`src/rtl/fetch_sequencer.sv`:
```
// ---------------------------------------------------------------------------
// fetch_sequencer
//
// Front end of the multi-cycle RV32 core. It owns the program counter and the
// FETCH -> DECODE -> EXEC -> MEM -> WRITE phase sequence. It issues
// instruction-memory reads, latches the fetched word for the decode stage,
// and applies the branch/jump outcome in WRITE to choose the next PC.
//
// Ports
//   clk, rst        clock; synchronous active-high reset
//   imem_req        instruction read request (high in FETCH, low during rst)
//   imem_addr       instruction byte address, always equal to pc
//   imem_ack        read data valid this cycle (only honoured in FETCH)
//   imem_rdata      instruction word, sampled only on an accepted ack
//   stall           holds the sequence in MEM while high
//   branch_taken    redirect request, sampled in WRITE only
//   branch_target   redirect address, sampled in WRITE only
//   state           current phase: 0 FETCH, 1 DECODE, 2 EXEC, 3 MEM, 4 WRITE
//   instr_raw       latched instruction for decode
//   pc              address of the instruction in flight
//   pc_plus4        pc + 4, combinational, modulo 2^32
//   retired         number of completed WRITE phases (wraps)
//
// Handshake: imem_req acts as valid and imem_ack as the response strobe. A
// read is accepted on the first clock edge where imem_req=1 and imem_ack=1;
// until then imem_addr is held stable. The request may be withdrawn without
// an ack only by reset, and the memory side must tolerate that.
// ---------------------------------------------------------------------------
module fetch_sequencer #(
    parameter logic [31:0] RESET_PC  = 32'h0000_0000,
    parameter logic [31:0] NOP_INSTR = 32'h0000_0013
) (
    input  logic        clk,
    input  logic        rst,
    output logic        imem_req,
    output logic [31:0] imem_addr,
    input  logic        imem_ack,
    input  logic [31:0] imem_rdata,
    input  logic        stall,
    input  logic        branch_taken,
    input  logic [31:0] branch_target,
    output logic [2:0]  state,
    output logic [31:0] instr_raw,
    output logic [31:0] pc,
    output logic [31:0] pc_plus4,
    output logic [31:0] retired
);

    typedef enum logic [2:0] {
        S_FETCH  = 3'd0,
        S_DECODE = 3'd1,
        S_EXEC   = 3'd2,
        S_MEM    = 3'd3,
        S_WRITE  = 3'd4
    } state_t;

    state_t      r_state;
    logic [31:0] r_pc;
    logic [31:0] r_instr;
    logic [31:0] r_retired;

    logic [31:0] w_pc_plus4;
    logic [31:0] w_target_aligned;

    // Wraps naturally at 2^32: 0xFFFFFFFC + 4 = 0.
    assign w_pc_plus4       = r_pc + 32'd4;
    // Clearing the two low bits covers jalr bit 0 and misaligned targets.
    assign w_target_aligned = branch_target & 32'hFFFF_FFFC;

    always_ff @(posedge clk) begin
        if (rst) begin
            // An ack arriving alongside reset is dropped here as well.
            r_state   <= S_FETCH;
            r_pc      <= RESET_PC;
            r_instr   <= NOP_INSTR;
            r_retired <= 32'd0;
        end else begin
            case (r_state)
                S_FETCH: begin
                    // Wait indefinitely; rdata is only captured on ack.
                    if (imem_ack) begin
                        r_instr <= imem_rdata;
                        r_state <= S_DECODE;
                    end
                end
                S_DECODE: r_state <= S_EXEC;
                S_EXEC:   r_state <= S_MEM;
                S_MEM: begin
                    if (!stall) begin
                        r_state <= S_WRITE;
                    end
                end
                S_WRITE: begin
                    r_state   <= S_FETCH;
                    r_retired <= r_retired + 32'd1;
                    r_pc      <= branch_taken ? w_target_aligned : w_pc_plus4;
                end
                default: r_state <= S_FETCH;
            endcase
        end
    end

    // Request is gated by rst so it drops in the very cycle reset is raised.
    assign imem_req  = (r_state == S_FETCH) && !rst;
    assign imem_addr = r_pc;
    assign state     = r_state;
    assign instr_raw = r_instr;
    assign pc        = r_pc;
    assign pc_plus4  = w_pc_plus4;
    assign retired   = r_retired;

endmodule

```
`config.mk`:
```
export PLATFORM = sky130hd
export DESIGN_NAME = fetch_sequencer
export DESIGN_NICKNAME = d
export VERILOG_FILES = /design/src/rtl/fetch_sequencer.sv
export SDC_FILE = /design/constraint.sdc
export NUM_CORES = 1
export LEC_CHECK = 0
export CORE_ASPECT_RATIO = 0.8
export CORE_UTILIZATION = 44
export CTS_BUF_LIST = sky130_fd_sc_hd__clkbuf_2 sky130_fd_sc_hd__clkbuf_4 sky130_fd_sc_hd__clkbuf_8
export CTS_CLUSTER_DIAMETER = 30
export DETAILED_ROUTE_END_ITERATION = 6
export PLACE_DENSITY = 0.8
export SLEW_MARGIN = 30
export SYNTH_ARGS = -nofsm -noshare
export SYNTH_HDL_FRONTEND = slang
export SYNTH_SLANG_ARGS = --single-unit
```
`constraint.sdc`:
```
create_clock -name clk -period 3.5 [get_ports clk]
set_input_delay 1.05 -clock clk [delete_from_list [all_inputs] [get_ports clk]]
set_output_delay 1.05 -clock clk [all_outputs]
set_load 0.03 [all_outputs]
```
==> impl_metrics.json <==
{
  "run_status": "complete, no violations",
  "average_cell_area_after_synthesis_um2": 7.65,
  "cellPowerDensity_nw_per_um2": 297,
  "clk_latency_ns": 0.37,
  "final_cycle_share_pct": 97.0,
  "post_synthesis_sequential_element_count": 97,
  "floorplan.die_area_um2": 12800,
  "slew_headroom_pct": 42.1,
  "post_route_skew_ns": 0.00933,
  "pin_count": 233,
  "timing.final.crit_period_ns": 3.40,
  "synth_edf_count": 0,
  "floorplan.initialDensity_pct": 46.1,
  "grt_pass1_wl_mm": 27.7,
  "reg2reg_setup_slack_ns": 0.84,
  "cp.arrival_ns": 2.35,
  "core_area_um2": 11800,
  "pre_cts_ws_ns": 0.273,
  "crit_type": "reg -> out",
  "detailedPlacementHpwl_mm": 12.4,
  "areaGrowthSynthToFinish_pct": 45.0,
  "tns_ns": 0,
  "synthesis.area_um2": 5430,
  "clock_tree.buffer_depth": 2,
  "portBuffers": 224,
  "hold_viol_final": 0,
  "floorplan.die.height_um": 101,
  "fp.dieW_um": 126,
  "gp_routability_congestion": 0.829,
  "placed_area_um2": 7630,
  "yosysWarnings": 0,
  "synth_top_flop_cell": "dfxtp_1",
  "postSynth.asyncResetShare_pct": 0,
  "timing_worst_slew_pin_value_ns": 0.868,
  "antenna_violations_before_repair": 0,
  "row_count": 35,
  "pin_count_of_the_biggest_net_entering_global_routing": 63,
  "crit_required_ns": 2.45,
  "drt_first_pass_iters": 6,
  "detail_route.wl_per_cell_um": 16.4,
  "synth_sequential_area_ratio_pct": 35.7,
  "final-max-slew-violation-count": 0,
  "synthesis.instances": 710,
  "design_area_um2": 7880,
  "cts.clk_slew.worst_paths_ns": 0.10,
  "setup_repair_after_global_routing_missed_its_margin": "yes",
  "globalRouteTotalUtil_pct": 26.7,
  "root_buffer": "clkbuf_8",
  "htree_levels": 3,
  "highest_attainable_clock_frequency_ghz": 0.295,
  "antenna_left": 0,
  "layout.cells.most_common": "clkdlybuf4s50_1",
  "post_route_cells_drive_above_1_share_pct": 10.2,
  "first_global_vias": 5662,
  "hold_class": "reg -> reg",
  "finish.net_count": 964,
  "timing.critical_path.to_type": "output pin",
  "final_core_utilization_pct": 66.9,
  "detail_route.iter0.violations": 497,
  "tritoncts_clock_tree": "done",
  "timing.critical_path.fanout_max": 8,
  "synth_cell_type_count": 54,
  "final_critical_path_setup_slack_ns": 0.104,
  "layout_common_cells": "clkdlybuf4s50_1, nand2_1, dfxtp_1",
  "grt.overflow.total": 0,
  "finalSetupViolations": 0,
  "maxCapViolCount": 0,
  "critical_path.startpoint_type": "register",
  "cts-buffers-inserted": 9,
  "route.vias.total": 5982,
  "max-vdd-ir-drop_mv": 0.337,
  "route.detailed.drc": 0,
  "clkSinkCount": 97,
  "holdBufCountCts": 0,
  "drt-total-wl_mm": 17.2,
  "n_antenna_cell": 0,
  "power.leakage_nw": 2.63,
  "route.detailed.vias_per_inst": 5.72
}
==> area by class of cell <==
cell class	count	area [um^2]
flip-flops and latches	97	1950
inverters	22	82.6
multi-input cells	505	2980
clock buffers	10	138
clock inverters	6	72.6
well taps	148	185
repair buffers	258	2470
fillers	989	3900
==> cells in the mapped netlist, drive strengths merged (4+ instances only) <==
| cell type | instances | share of area, % |
|---|---|---|
| o32ai | 4 | 0.64 |
| nand3 | 30 | 2.8 |
| nand3b | 7 | 0.97 |
| nand2 | 98 | 6.8 |
| a31oi | 17 | 2.0 |
| nor3 | 21 | 1.9 |
| o41ai | 5 | 0.81 |
| or3 | 5 | 0.58 |
| o21a | 4 | 0.55 |
| a22oi | 6 | 0.83 |
| xor2 | 10 | 1.6 |
| a21oi | 63 | 5.8 |
| buf | 42 | 5.5 |
| or2 | 5 | 0.58 |
| or4 | 22 | 3.0 |
| o21ai | 12 | 1.1 |
| clkbuf | 49 | 3.4 |
| o31ai | 17 | 2.3 |
| and4 | 7 | 1.1 |
| nand4 | 21 | 2.4 |
| nor3b | 4 | 0.55 |
| dfxtp | 97 | 36 |
| o211ai | 4 | 0.55 |
| xnor2 | 29 | 4.7 |
| and3 | 7 | 0.81 |
| inv | 22 | 1.5 |
| nor4 | 18 | 2.2 |
| nor2 | 45 | 3.1 |
==> report_power, final <==
part           switching (mW)  total [mW]  internal (mW)
logic                   0.215       0.385          0.170
clock network           0.434       0.794          0.360
registers              0.0255        1.16           1.14
total                   0.674        2.34           1.67
==> sequential cells by signal (all words and copies together) (netlist names) <==
register	count
instr_raw	32
retired	32
imem_addr	30
state	3
==> path summary, 6_finish.rpt <==
kind,start,end,cells after the start
worst max register to register,retired[4]$_SDFFE_PP0N_,retired[27]$_SDFFE_PP0N_,4
worst min-delay path,instr_raw[17]$_SDFFE_PP0P_,instr_raw[17]$_SDFFE_PP0P_,2
worst min register to register,instr_raw[17]$_SDFFE_PP0P_,instr_raw[17]$_SDFFE_PP0P_,2
worst max-delay path,imem_addr[4]$_SDFFE_PP0N_,pc_plus4[7],4
==> repair_timing <==
item                       in CTS  in global routing
gates resized for setup         3                  8
pin swaps                       0                  1
setup buffers                   0                  3
setup endpoints to repair       4                 13
==> critical path, cell delays in order (launching register included) <==
cell,delay [ns]
dfxtp_1,0.42
nand3_1,0.35
o21a_1,0.31
or2_2,0.28
clkdlybuf4s50_1,0.62
==> logic make-up (layout without fill, tap and decap cells) <==
logic type | after synthesis | after routing | synth area share (%)
adder cells (fa/ha/maj) | 2 | 2 | 0.460
AND/OR/NAND/NOR | 302 | 302 | 28.4
AO/OA/AOI/OAI | 154 | 154 | 18.3
multiplexers | 2 | 2 | 0.391
buffers and inverters | 113 | 296 | 10.4
XOR/XNOR | 39 | 39 | 6.29
flip-flops | 97 | 97 | 35.7
other | 1 | 6 | 0.0690
==> metrics by stage <==
stage | instances | power, mW | hold WS, ns
after floorplan | 715 | 1.39 | 0.584
after global placement | 1027 | 1.56 | 0.441
after detailed placement | 1027 | 1.57 | 0.446
after CTS | 1043 | 2.35 | 0.460
after global routing | 1046 | 2.45 | 0.479
final | 1046 | 2.34 | 0.459
==> per-layer routing <==
| layer | vias up | track usage [%] | wire length, um |
|---|---|---|---|
| li1 | 2882 | - | - |
| met1 | 2809 | 32.8 | 7320 |
| met2 | 266 | 45.0 | 8110 |
| met3 | 25 | 7.77 | 1400 |
| met4 | 0 | 9.55 | 340 |
| met5 | - | 0 | 0 |
No activity file was read; power rests on OpenSTA's default activity.
